--- src/rtl/bcd_pkg.sv ---
// Shared types and constants for the BCD stopwatch controller.
package bcd_pkg;
  localparam int DIG_W = 4;
  localparam logic [DIG_W-1:0] BCD_MAX = 4'd9;

  typedef enum logic [1:0] {IDLE, RUN, PAUSE, LAP} state_t;
endpackage

--- src/rtl/bcd_stopwatch_ctrl_if.sv ---
// Button pulses in, display bus and status flags out.
interface bcd_stopwatch_ctrl_if #(parameter int NDIG = 4);
  logic                start_stop;
  logic                clear;
  logic                lap;
  logic [4*NDIG-1:0]   dout;
  logic                running;
  logic                lap_active;
  logic                tick;
  logic                overflow;

  modport master (output start_stop, clear, lap,
                  input  dout, running, lap_active, tick, overflow);
  modport slave  (input  start_stop, clear, lap,
                  output dout, running, lap_active, tick, overflow);
endinterface

--- src/rtl/bcd_digit.sv ---
// One BCD decade; values above 9 are treated as 9 so a corrupted digit self-heals.
module bcd_digit
  import bcd_pkg::*;
(
  input  logic             clk,
  input  logic             rst,
  input  logic             clr,
  input  logic             inc_en,
  output logic [DIG_W-1:0] digit,
  output logic [DIG_W-1:0] digit_nxt,
  output logic             carry_out
);
  always_comb begin
    carry_out = inc_en && (digit >= BCD_MAX);
    digit_nxt = digit;
    if (clr)         digit_nxt = '0;
    else if (inc_en) digit_nxt = carry_out ? '0 : digit + DIG_W'(1);
  end

  always_ff @(posedge clk or posedge rst)
    if (rst) digit <= '0;
    else     digit <= digit_nxt;
endmodule

--- src/rtl/bcd_stopwatch_ctrl.sv ---
// Start/stop/lap stopwatch: prescaler, run FSM and a cascaded BCD digit chain.
module bcd_stopwatch_ctrl
  import bcd_pkg::*;
#(
  parameter int DIVISOR = 100000000,
  parameter int NDIG    = 4
) (
  input  logic                  CLK,
  input  logic                  reset,
  bcd_stopwatch_ctrl_if.slave   bus
);
  localparam int PW = (DIVISOR > 2) ? $clog2(DIVISOR) : 1;

  state_t                       state, nxt;
  logic [PW-1:0]                presc;
  logic                         counting, tick;
  logic                         running_q, lap_q, ovf_q;
  logic [NDIG:0]                carry;
  logic [NDIG-1:0][DIG_W-1:0]   live, live_nxt, snap;

  assign counting = (state == RUN) || (state == LAP);
  assign tick     = counting && (presc == PW'(DIVISOR - 1));
  assign carry[0] = tick;

  always_comb begin
    nxt = state;
    if (bus.clear) nxt = IDLE;
    else begin
      case (state)
        IDLE:    if (bus.start_stop) nxt = RUN;
        RUN:     if (bus.start_stop) nxt = PAUSE; else if (bus.lap) nxt = LAP;
        LAP:     if (bus.start_stop) nxt = PAUSE; else if (bus.lap) nxt = RUN;
        PAUSE:   if (bus.start_stop) nxt = RUN;
        default: nxt = IDLE;
      endcase
    end
  end

  always_ff @(posedge CLK or posedge reset)
    if (reset) begin
      state     <= IDLE;
      running_q <= 1'b0;
      lap_q     <= 1'b0;
    end else begin
      state     <= nxt;
      running_q <= (nxt == RUN) || (nxt == LAP);
      lap_q     <= (nxt == LAP);
    end

  // Prescaler holds in PAUSE so a resume finishes the partial period.
  always_ff @(posedge CLK or posedge reset)
    if (reset)          presc <= '0;
    else if (bus.clear) presc <= '0;
    else if (counting)  presc <= tick ? '0 : presc + PW'(1);

  for (genvar i = 0; i < NDIG; i++) begin : g_dig
    bcd_digit u_dig (
      .clk       (CLK),
      .rst       (reset),
      .clr       (bus.clear),
      .inc_en    (carry[i]),
      .digit     (live[i]),
      .digit_nxt (live_nxt[i]),
      .carry_out (carry[i+1])
    );
  end

  // Snapshot takes the post-edge digits so a lap on a tick edge shows the new value.
  always_ff @(posedge CLK or posedge reset)
    if (reset) begin
      snap  <= '0;
      ovf_q <= 1'b0;
    end else if (bus.clear) begin
      snap  <= '0;
      ovf_q <= 1'b0;
    end else begin
      if (state == RUN && nxt == LAP) snap <= live_nxt;
      if (carry[NDIG])                ovf_q <= 1'b1;
    end

  assign bus.dout       = (state == LAP) ? snap : live;
  assign bus.running    = running_q;
  assign bus.lap_active = lap_q;
  assign bus.tick       = tick;
  assign bus.overflow   = ovf_q;
endmodule
--- src/flat_wrapper.sv ---
// flat-port wrapper written by rule: the top's interface ports become plain ports
module bcd_stopwatch_ctrl_flat import bcd_pkg::*;
#(
  parameter int DIVISOR = 100000000,
  parameter int NDIG    = 4
)
  (CLK, reset, bus_start_stop, bus_clear, bus_lap, bus_dout, bus_running, bus_lap_active, bus_tick, bus_overflow);
  bcd_stopwatch_ctrl_if #(.NDIG(NDIG)) bus_i ();
  input  logic CLK;
  input  logic reset;
  input wire logic [$bits(bus_i.start_stop)-1:0] bus_start_stop;
  input wire logic [$bits(bus_i.clear)-1:0] bus_clear;
  input wire logic [$bits(bus_i.lap)-1:0] bus_lap;
  output wire logic [$bits(bus_i.dout)-1:0] bus_dout;
  output wire logic [$bits(bus_i.running)-1:0] bus_running;
  output wire logic [$bits(bus_i.lap_active)-1:0] bus_lap_active;
  output wire logic [$bits(bus_i.tick)-1:0] bus_tick;
  output wire logic [$bits(bus_i.overflow)-1:0] bus_overflow;
  assign bus_i.start_stop = bus_start_stop;
  assign bus_i.clear = bus_clear;
  assign bus_i.lap = bus_lap;
  assign bus_dout = bus_i.dout;
  assign bus_running = bus_i.running;
  assign bus_lap_active = bus_i.lap_active;
  assign bus_tick = bus_i.tick;
  assign bus_overflow = bus_i.overflow;
  bcd_stopwatch_ctrl #(.DIVISOR(DIVISOR), .NDIG(NDIG)) u_core (.CLK(CLK), .reset(reset), .bus(bus_i));
endmodule
--- config.mk ---
export PLATFORM = sky130hd
export DESIGN_NAME = bcd_stopwatch_ctrl_flat
export DESIGN_NICKNAME = d
export VERILOG_FILES = /design/src/rtl/bcd_pkg.sv /design/src/rtl/bcd_stopwatch_ctrl_if.sv /design/src/rtl/bcd_digit.sv /design/src/rtl/bcd_stopwatch_ctrl.sv /design/src/flat_wrapper.sv
export SDC_FILE = /design/constraint.sdc
export NUM_CORES = 1
export LEC_CHECK = 0
export BUFFER_PORTS_ARGS = -buffer_cell sky130_fd_sc_hd__buf_2
export CORE_MARGIN = 2
export CORE_UTILIZATION = 60
export CTS_CLUSTER_DIAMETER = 100
export DETAILED_ROUTE_END_ITERATION = 7
export PLACE_DENSITY = 0.83
export SETUP_SLACK_MARGIN = 0.2
export SLEW_MARGIN = 10
export SYNTH_ARGS = -nofsm -noshare
export SYNTH_HDL_FRONTEND = slang
export SYNTH_SLANG_ARGS = --single-unit
--- constraint.sdc ---
create_clock -name CLK -period 2.25 [get_ports CLK]
set_clock_uncertainty 0.05 [all_clocks]
set_input_delay 0.1125 -clock CLK [delete_from_list [all_inputs] [get_ports CLK]]
set_output_delay 0.1125 -clock CLK [all_outputs]
set_load 0.05 [all_outputs]
==> results.txt, run 1 <==
* Outcome: complete, no violations
- Clock-pin slew was measured on the worst setup and hold paths at 0.08 ns.
* Flip-flop and latch count after synthesis: 63
- After routing the design area is 0.00453 mm².
- Iteration-0 DRC count of the detailed router: 359
* Max_slew headroom: 0.472
- Layout-stage area growth over the synthesis result: 28.7%
- Via count of the first global-routing pass: 2862
- The share of the Yosys chip area taken by registers is 0.448.
* Number of nets in the synthesized netlist: 372
- At the worst endpoint, the arrival time is 2.44 ns.
- Gate family responsible for the most delay along the worst path: simple AND/OR/NAND/NOR gates
* TritonRoute pass-1 iters: 5
- Number of buffer and inverter instances along the worst setup path: 2
* Critical-path cell list: inv_1, ha_2, or3b_4, nand4_1, nor3_1, buf_4, nand3_1, a311oi_1
* Fraction of synthesized cell area taken by the top area cell type: 0.448
- From left edge to right edge, the die measures 80.6 µm.
* Maximum root-to-sink buffer count: 2
- Based on the critical path, the design can be clocked at up to 446 MHz.
- Path category of the worst min-delay check: in -> reg
* Worst setup EP type: flip-flop
- Routed wirelength normalized by instance count: 19.8 µm
* Area of the core: 0.00557 mm²
- Post-synthesis instance area: 0.00352 mm²
- After detailed routing, the number of vias per cell comes to 6.34.
* Final HPWL from detailed placement: 5.25 mm
- Critical Path Slowest Stage Cell: sky130_fd_sc_hd__dfrtp_1
- Max-cap violations in this run came to 0.
- The initial utilization of the core area, before any placement, comes to 0.631.
* Port Buffer Count: 24
* DRC Markers: 0
* Ys async rst share: 1.00
- Wire length of the first global-routing pass: 13.9 mm
- Cell Count, Final, Fillers Out: 502
- Critical Path Fanout Max: 11
- After detailed routing, the met2 layer carries 4.99 mm of wire.
* Post-placement worst setup slack: 0.0934 ns
- Final sum of negative setup slack: 0 ns
- Worst supply voltage drop on vdd: 0.392 mV
- Largest stage delay, worst path: 0.39 ns
* Worst setup slack after layout: 0.00557 ns
* Hold WS: 0.0126 ns
- Detailed-route via count: 3185
- After technology mapping, the gate count stands at 354.
- CTS saw 63 sinks.
- Die area: 0.00649 mm²
- The tree is rooted in a sky130_fd_sc_hd__clkbuf_8.
* Final period demand of the worst path: 2.24 ns
- Power per unit of standard cell area: 502 mW/mm²
* Routed Wire Length: 9.96 mm
* Cell Area, Placed: 0.00388 mm²
- For this run, the number of Yosys warnings is 0.
- Top FF cell, synth: sky130_fd_sc_hd__dfrtp_1
- Final Setup Violations: 0
- Total CTS buffers: 9
* Std cell rows: 27
* Global-route congestion overflow total: 0
* EDFF count, synth: 0
* All-Layer GR Usage: 0.285
* Synth unique cells: 54
- Sorting the synthesized cells by area gives the leading types as sky130_fd_sc_hd__dfrtp_1 45%, sky130_fd_sc_hd__nor2_1 5.4%, sky130_fd_sc_hd__xor2_1 5.2%, sky130_fd_sc_hd__mux2_2 5.1%, sky130_fd_sc_hd__ha_1 4.6%.
* Nets@finish: 443
- Dominant cell type by area after synthesis: sky130_fd_sc_hd__dfrtp_1
* Met1 wire length: 4.00 mm
* Layout cell share with drive strength beyond 1: 0.363
- Setup repair after global routing missed its margin: true
- Last weighted congestion value of the routability-driven placer: 0.922
- TritonCTS clock tree: done
- The completed layout was analyzed and its total power is 2.27 mW.
- The hold violation count in the final report came to 0.
- Maximum number of pins on one net before global-route repair: 64
- STA classifies the critical path startpoint as a flip-flop.
- WS Path Type: reg -> reg
- Post-Synthesis Mean Instance Area: 9.94 µm²
- The number of antenna violations at the first check in global routing was 0.
- At the pin with the least slew margin, the transition time is 0.793 ns.
* Leakage power summed over all cells: 2.06 nW
* Routed length on met3: 645 µm
- In this run the number of H-tree levels came out at 3.
- Most used standard cell by instance count after synthesis: sky130_fd_sc_hd__dfrtp_1
- Once placement completed, the tool counted placed cells totaling 458.
- The die is 80.6 µm tall.
- Antenna fix cells: 0
* Post-route ant nets: 0
* Required time at the worst-slack endpoint: 2.44 ns
* Utilization after layout: 0.812
- Number of top-level pins: 25
- Highest routed layer: met4
* Top cells by count, synth: 63 x sky130_fd_sc_hd__dfrtp_1, 51 x sky130_fd_sc_hd__nor2_1, 28 x sky130_fd_sc_hd__nand2_1
- Final-report max-slew violation count: 0
* Clock insertion delay at the later pin of the skew report: 0.35 ns
- Final Cycle Share: 0.998
tightest hold or removal path: stages:
cell and delay, ns:
sky130_fd_sc_hd__buf_2 0.12, sky130_fd_sc_hd__xnor2_1 0.11, sky130_fd_sc_hd__nor2_1 0.03
cell usage in the layout, fill, tap and decap left out, drive strengths merged, types with 3 or more instances in the layout:
cell	count
buf	74
nand2	28
mux2	16
nor4	7
nand4	11
a41oi	3
nor3	9
xor2	21
mux2i	3
dfrtp	63
nand3b	4
nor2	51
a211oi	5
o21ai	12
ha	13
and4	4
clkbuf	15
nand3	13
a21oi	10
and3	3
or3b	5
nand2b	4
xnor2	9
nor3b	3
a311oi	4
inv	12
worst paths after layout:
path,to,slack [ns],depth (start not counted),from
hold / removal,u_core.bus.running,0.01,3,bus_start_stop
max in group asynchronous,u_core.presc[3],1.09,4,reset
min in group asynchronous,u_core.snap[3],0.48,4,reset
setup reg to reg,u_core.snap[8],0.006,8,u_core.g_dig[0].u_dig.digit[0]
setup / recovery,u_core.snap[8],0.006,8,u_core.g_dig[0].u_dig.digit[0]
hold reg to reg,u_core.snap[9],0.43,2,u_core.snap[9]
timing repair:
| item | in CTS | in global routing |
|---|---|---|
| cloned | 0 | 2 |
| endpoints found under the setup margin | 54 | 47 |
| hold buffers | 2 | 0 |
| pin swaps | 9 | 15 |
| endpoints found under the hold margin | 66 | 0 |
| resized for setup | 18 | 30 |
| buffers inserted | 15 | 9 |
cells by family (layout without fill, tap and decap cells):
family / after synthesis / in the layout / synth area share
mux: 19 / 19 / 0.0597
xor+xnor: 30 / 30 / 0.0747
simple gates: 154 / 154 / 0.246
fa+ha+maj: 13 / 13 / 0.0462
buf+inv: 30 / 106 / 0.0370
compound gates: 45 / 45 / 0.0878
flops: 63 / 63 / 0.448
power by group:
group	total (mW)	switching, mW	internal, mW	leakage [nW]
clock network	0.978	0.458	0.520	0.0987
registers	1.15	0.0116	1.14	0.871
logic	0.140	0.0870	0.0529	1.09
total	2.27	0.557	1.71	2.06
registers in the layout, indices dropped and copies added (netlist names):
signal	cells
u_core.bus.lap_active	1
u_core.bus.overflow	1
u_core.bus.running	1
u_core.g_dig.u_dig.digit	16
u_core.presc	27
u_core.snap	16
u_core.state	1
metal layers:
layer / global-route usage / vias up
met2: 0.480 / 171
met4: 0.129 / 0
met5: 0 / -
met3: 0.0551 / 44
li1: - / 1388
met1: 0.354 / 1582
layout make-up:
type | instances | area (µm²)
Sequential cell | 63 | 1580
Tap cell | 72 | 90.1
Fill cell | 292 | 1050
Inverter | 13 | 52.6
Clock buffer | 14 | 183
Multi-Input combinational cell | 261 | 1990
Clock inverter | 2 | 12.5
Timing Repair Buffer | 77 | 622
Note: power is estimated with default switching activity, not from simulation.
==> run 2, diff against run 1 <==
- CORE_UTILIZATION: 60 -> 55
- GPL_TIMING_DRIVEN: not set -> 0
- PLACE_DENSITY: 0.83 -> 0.78
==> results.txt, run 2 (synthesized netlist as in run 1, its figures left out) <==
- The overall global routing resource usage was 0.260 (was 0.285).
- The share of cells above drive strength 1 came to 0.416 (was 0.363).
- Largest stage delay, worst path: 0.39 ns (about the same)
- Sink Count: 63 (unchanged)
- Most frequent cells in the layout: 58 x sky130_fd_sc_hd__dfrtp_1, 51 x sky130_fd_sc_hd__nor2_1, 38 x sky130_fd_sc_hd__buf_4 (was 59 x sky130_fd_sc_hd__dfrtp_1, 51 x sky130_fd_sc_hd__nor2_1, 41 x sky130_fd_sc_hd__buf_4).
- The count of inserted antenna diode cells is 0 (unchanged).
- CTS H-tree depth: 3 (unchanged)
* Max_slew headroom: 0.475 (was 0.472)
* Routed Wire Length: 9.96 mm (about the same)
- DRC Markers: 0 (unchanged)
- Post-route ant nets: 0 (unchanged)
* Clock insertion delay at the later pin of the skew report: 0.36 ns (was 0.35 ns)
- The critical path's slowest cell is sky130_fd_sc_hd__dfrtp_2 (was sky130_fd_sc_hd__dfrtp_1).
- The worst path required time came to 2.43 ns (was 2.44 ns).
* Total CTS buffers: 9 (unchanged)
- Path category of the worst min-delay check: in -> reg (unchanged)
- Outcome: complete, no violations (unchanged)
* Critical-path cell list: inv_2, ha_2, or3b_4, nand4_1, buf_4, nor4_4, buf_6, mux2i_2, o21ai_1 (was inv_1, ha_2, or3b_4, nand4_1, nor3_1, buf_4, nand3_1, a311oi_1)
* Final count of hold timing violations: 0 (unchanged)
- Width of the die: 84.0 µm (was 80.6 µm)
* Routed wirelength normalized by instance count: 19.2 µm (was 19.8 µm)
* Worst EP arrival: 2.41 ns (was 2.44 ns)
- The leakage power came to 2.16 nW (was 2.06 nW).
* Final Setup Violations: 0 (unchanged)
- The detailed-router iteration count before antenna repair is 4 (was 5).
* Cell Count, Final, Fillers Out: 519 (was 502)
- Power per unit of standard cell area: 468 mW/mm² (was 502 mW/mm²)
- Last weighted congestion value of the routability-driven placer: 0.803 (was 0.922)
- The TritonCTS clock tree was done (unchanged).
- The kind of critical path is reg -> reg (unchanged).
- Number of top-level pins: 25 (unchanged)
- The DRC violation total after the first TritonRoute iteration was 248 (was 359).
- The pin slew with the least headroom to its limit is 0.788 ns (was 0.793 ns).
* Final HPWL from detailed placement: 5.20 mm (was 5.25 mm)
* Final Cycle Share: 0.992 (was 0.998)
* Port Buffer Count: 23 (was 24)
- Std cell rows: 29 (was 27)
- The sum of negative setup slack is 0 ns (unchanged).
- Top register by number of flip-flops: u_core.presc (unchanged)
- The critical-path maximum fanout was 5 (was 11).
- The number of flip-flops under the largest register name was 27 (unchanged).
* Worst setup EP type: flip-flop (unchanged)
* Worst supply voltage drop on vdd: 0.406 mV (was 0.392 mV)
* Fmax: 448 MHz (was 446 MHz)
* Via-per-instance ratio: 5.91 (was 6.34)
- Total instance count after detailed placement: 454 (was 458)
* Initial Util: 0.560 (was 0.631)
- The maximum number of pins on one net before global-route repair came to 64 (unchanged).
- Biggest registers after layout: u_core.presc: 27 flops, u_core.g_dig.u_dig.digit: 16 flops, u_core.snap: 16 flops (unchanged)
- Number of buffer and inverter instances along the worst setup path: 3 (was 2)
* Detailed-route via count: 3068 (was 3185)
* Layout-stage area growth over the synthesis result: 34.9% (was 28.7%)
* Maximum root-to-sink buffer count: 2 (unchanged)
* Maximum Capacitance Violations: 0 (unchanged)
- Via count of the first global-routing pass: 2944 (was 2862)
- Die span in y: 84.0 µm (was 80.6 µm)
- Gate family responsible for the most delay along the worst path: simple AND/OR/NAND/NOR gates (unchanged)
* Startpoint type of the worst setup path: flip-flop (unchanged)
- Nets@finish: 455 (was 443)
- Global-route congestion overflow total: 0 (unchanged)
- Area of the core: 0.00628 mm² (was 0.00557 mm²)
- The max-slew violation total from the final report is 0 (unchanged).
- The clock transition at the register clock pins on the worst setup and hold paths after CTS came to 0.08 ns (about the same).
- Leading cell type in the layout, fill and taps excluded: sky130_fd_sc_hd__dfrtp_1 (unchanged)
* Wire length of the first global-routing pass: 14.3 mm (was 13.9 mm)
* Die area: 0.00705 mm² (was 0.00649 mm²)
- The number of antenna violations at the first check in global routing came to 0 (unchanged).
- The minimum clock period is 2.23 ns (was 2.24 ns).
- Setup repair after global routing missed its margin: true (unchanged)
- Cell at the root of the clock tree: sky130_fd_sc_hd__clkbuf_8 (unchanged)
## run 2: cell count changes in the layout (fill, tap and decap cells not counted), moves of 3 or more
cell / change
sky130_fd_sc_hd__o21ai_2: +4
sky130_fd_sc_hd__buf_6: +12
sky130_fd_sc_hd__a211oi_1: -3
sky130_fd_sc_hd__buf_4: -3
sky130_fd_sc_hd__a211oi_2: +3
sky130_fd_sc_hd__o21ai_0: -7
sky130_fd_sc_hd__nor3_1: -3
sky130_fd_sc_hd__buf_12: -5
sky130_fd_sc_hd__inv_1: -3
sky130_fd_sc_hd__clkbuf_1: +5
## run 2: area by class of cell
type	count	area, µm²
tap	77	96.3
fill	380	1530
buffer	17	156
inverter	13	55.1
multi-input combinational	261	2140
timing repair buffer	72	538
clock inverter	3	17.5
sequential	63	1580
clock buffer	13	159
## run 2: power by group
part / leakage [nW] / total [mW] / switching [mW] / internal, mW
logic: 1.20 / 0.145 / 0.0955 / 0.0496
registers: 0.869 / 1.15 / 0.00867 / 1.14
clock network: 0.0894 / 0.926 / 0.469 / 0.457
total: 2.16 / 2.22 / 0.573 / 1.65
## run 2: per-stage QoR
| step | total power [mW] | util | area (µm²) | setup WS [ns] | hold WS (ns) |
|---|---|---|---|---|---|
| finish | 2.22 | 0.756 | 4750 | 0.0187 | 0.0191 |
| global route | 2.28 | 0.756 | 4750 | -0.0709 | 0.0327 |
| CTS | 2.20 | 0.680 | 4270 | 0.0826 | 0.00951 |
| detailed placement | 1.29 | 0.598 | 3760 | -0.100 | 0.263 |
| global placement | 1.28 | 0.598 | 3750 | -0.394 | 0.367 |
| floorplan | 1.25 | - | 3540 | 0.190 | 0.219 |
## run 2: metal layers
layer	share of wire	GRT usage	wire, µm	vias up
met2	0.52	0.428	5190	94
met4	0.035	0.144	346	0
met5	0	0	0	-
li1	-	-	-	1422
met1	0.41	0.325	4030	1527
met3	0.039	0.0465	384	25
## run 2: final timing paths
path / from / end / slack, ns / cells past startpoint
setup reg to reg: u_core.g_dig[1].u_dig.digit[0] / u_core.snap[13] / 0.02 / 9
setup / recovery: u_core.g_dig[1].u_dig.digit[0] / u_core.snap[13] / 0.02 / 9
hold reg to reg: u_core.snap[11] / u_core.snap[11] / 0.44 / 2
max in group asynchronous: reset / u_core.g_dig[0].u_dig.digit[0] / 1.18 / 3
hold / removal: bus_lap / u_core.bus.lap_active / 0.02 / 3
min in group asynchronous: reset / u_core.presc[5] / 0.40 / 3
## run 2: tightest hold or removal path, stage by stage
cell and delay [ns]:
sky130_fd_sc_hd__buf_2 0.12, sky130_fd_sc_hd__xnor2_1 0.12, sky130_fd_sc_hd__nor2_1 0.04
## run 2: timing repair
item | in CTS | in global routing
pin swaps | 10 | 26
resized for setup | 35 | 84
gates cloned | 0 | 2
endpoints found under the setup margin | 71 | 67
hold endpoints to repair | 64 | 0
hold buffers | 2 | 0
buffers inserted | 28 | 17
==> run 3, diff against run 2 <==
- SLEW_MARGIN: 10 -> 15
- clock period: 2.25 -> 2.3 ns (I/O delays scaled with it)
==> results.txt, run 3 (synthesized netlist as in run 1, its figures left out) <==
- Outcome: complete, no violations (unchanged).
* TritonCTS clock tree: done (unchanged)
- The detailed-route vias per instance was 5.81 (was 5.91).
- The maximum number of buffers from clock root to sink was 2 (unchanged).
- Clock insertion delay at the later pin of the skew report: 0.35 ns (was 0.36 ns)
* Required time at the worst-slack endpoint: 2.13 ns (was 2.43 ns)
* DRC Markers: 0 (unchanged)
* Worst setup EP type: primary output (was flip-flop)
- The type of the worst min-delay path is in -> reg (unchanged).
- Port Buffer Count: 23 (unchanged)
- Final period demand of the worst path: 2.10 ns
* Global-route congestion overflow total: 0 (unchanged)
- The full die area came to 0.00705 mm² (unchanged).
- Power per unit of standard cell area: 518 mW/mm² (was 468 mW/mm²)
- Final count of hold timing violations: 0 (unchanged)
- Final Setup Violations: 0 (unchanged)
- The wire length of the first global-routing pass came to 13.9 mm (was 14.3 mm).
- Nets@finish: 439 (was 455)
- TritonRoute pass-1 iters: 4 (unchanged)
- Routed Wire Length: 8.35 mm (was 9.96 mm)
- The height of the chip came to 84.0 µm (unchanged).
- Max_slew headroom: 0.588 (was 0.475)
- The starting density of the core came to 0.560 (unchanged).
* Cell internal power dissipation: 1.75 mW (was 1.65 mW)
- Met1 GRT Util: 0.325 (about the same)
- Setup repair after global routing missed its margin: true (unchanged)
- Area of the core: 0.00628 mm² (unchanged)
- Number of antenna violations at the first check in global routing: 0 (unchanged)
- Maximum number of pins on one net before global-route repair: 44 (was 64)
* Std cell rows: 29 (unchanged)
- The post-synthesis to final-layout area growth came to 24.8% (was 34.9%).
- In the finished design, the share of the clock period the worst path needs comes to 0.914.
- Critical Path Fanout Max: 7 (was 5)
* Global routing's busiest layer: met2 (unchanged)
- The leakage power came to 2.01 nW (was 2.16 nW).
- The most frequent standard cell in the layout excluding fill and tap cells is sky130_fd_sc_hd__dfrtp_1 (unchanged).
- The global-route track usage on met3 was 0.0435 (was 0.0465).
- The number of top-level pins came to 25 (unchanged).
- The average wire length per cell after detail routing is 16.6 µm (was 19.2 µm).
* Sink Count: 63 (unchanged)
* Last weighted congestion value of the routability-driven placer: 0.815 (was 0.803)
- Final sum of negative setup slack: 0 ns (unchanged)
* Tightest Pin Transition: 0.613 ns (was 0.788 ns)
- Post-route ant nets: 0 (unchanged)
- Total power of the final layout: 2.28 mW (was 2.22 mW)
* Worst EP arrival: 1.94 ns (was 2.41 ns)
* Final HPWL from detailed placement: 5.20 mm (about the same)
- The number of flip-flops under the largest register name came to 27 (unchanged).
- Combinational share of power: 0.058 (was 0.065)
- Antenna fix cells: 0 (unchanged)
- The fill cell instance count of the final layout came to 446 (was 380).
- Portion of total power attributed to the clock network: 0.447 (was 0.417)
* Layout cell share with drive strength beyond 1: 0.333 (was 0.416)
- Maximum Capacitance Violations: 0 (unchanged)
- The die boundary width was 84.0 µm (unchanged).
* Worst supply voltage drop on vdd: 0.410 mV (was 0.406 mV)
- The global routing met2 resource utilization came to 0.396 (was 0.428).
- The type of element launching the critical path was a flip-flop (unchanged).
* Via count of the first global-routing pass: 2894 (was 2944)
* Cell at the root of the clock tree: sky130_fd_sc_hd__clkbuf_8 (unchanged)
- Biggest registers after layout: u_core.presc: 27 flops, u_core.g_dig.u_dig.digit: 16 flops, u_core.snap: 16 flops (unchanged)
- Clock transition at the register clock pins on the worst setup and hold paths after CTS: 0.07 ns (was 0.08 ns)
- The kind of critical path is reg -> out (was reg -> reg).
* Total CTS buffers: 9 (unchanged)
* Part of the power in registers: 0.495 (was 0.518)
* Fmax: 476 MHz
* Iteration-0 DRC count of the detailed router: 205 (was 248)
- The switching component of the power is 526 µW (was 573 µW).
* Net switching share of the total power: 0.231 (was 0.258)
- Most frequent cells in the layout: 58 x sky130_fd_sc_hd__dfrtp_1, 50 x sky130_fd_sc_hd__nor2_1, 32 x sky130_fd_sc_hd__buf_4 (was 58 x sky130_fd_sc_hd__dfrtp_1, 51 x sky130_fd_sc_hd__nor2_1, 38 x sky130_fd_sc_hd__buf_4).
* CTS H-tree depth: 3 (unchanged)
* All-Layer GR Usage: 0.245 (was 0.260)
- The total number of vias came to 2922 (was 3068).
- Final-report max-slew violation count: 0 (unchanged)
- Top register by number of flip-flops: u_core.presc (unchanged)
## run 3: path summary, 6_finish.rpt
| path | startpoint | to | slack, ns | cells after the start |
|---|---|---|---|---|
| max in group asynchronous | reset | u_core.bus.running | 1.45 | 4 |
| setup reg to reg | u_core.g_dig[0].u_dig.digit[0] | u_core.snap[15] | 0.20 | 7 |
| hold / removal | bus_start_stop | u_core.bus.running | 0.02 | 3 |
| min in group asynchronous | reset | u_core.snap[4] | 0.22 | 3 |
| setup / recovery | u_core.presc[1] | bus_tick | 0.20 | 7 |
| hold reg to reg | u_core.snap[10] | u_core.snap[10] | 0.44 | 2 |
## run 3: timing repair
action	in CTS	in global routing
buffers inserted	20	11
pin swaps	5	10
cloned	0	0
hold buffers	1	0
endpoints found under the hold margin	20	0
resized for setup	30	31
endpoints found under the setup margin	65	51
## run 3: critical path, stage by stage (launching register included)
cell and delay [ns]:
sky130_fd_sc_hd__dfrtp_1 0.39, sky130_fd_sc_hd__ha_4 0.17, sky130_fd_sc_hd__and4_1 0.18, sky130_fd_sc_hd__nand4_1 0.15
sky130_fd_sc_hd__or2_4 0.27, sky130_fd_sc_hd__buf_8 0.13, sky130_fd_sc_hd__clkinvlp_4 0.13, sky130_fd_sc_hd__buf_8 0.16
## run 3: cell type report
class,count,area [µm²],area share
buffer,17,130,0.0296
clock buffer,13,169,0.0385
clock inverter,3,40.0,0.00912
inverter,13,55.1,0.0125
multi-input combinational,261,1930,0.440
sequential,63,1580,0.360
tap,77,96.3,0.0219
timing repair buffer,56,388,0.0883
## run 3: power groups by stage
stage	Clock, mW	Combinational, mW	Sequential [mW]
finish	1.02	0.132	1.13
global route	1.08	0.147	1.13
CTS	1.02	0.129	1.13
detailed placement	0	0.115	1.15
global placement	0	0.107	1.15
floorplan	0	0.0712	1.15
## run 3: routing by layer
metal	share of wire	wire [µm]
met2	0.50	4170
met4	0.019	157
met1	0.43	3610
met3	0.049	409
met5	0	0
## run 3: per-stage QoR
stage	hold slack (ns)	cell area, µm²	setup slack (ns)	util	instances
2_1_floorplan	0.222	3520	0.220	-	354
3_3_place_gp	0.366	3740	-0.423	0.595	454
3_5_place_dp	0.0392	3760	-0.0524	0.599	455
4_1_cts	0.0197	4230	0.186	0.673	492
5_1_grt	0.0443	4390	0.132	0.700	503
6_report	0.0195	4390	0.198	0.700	503
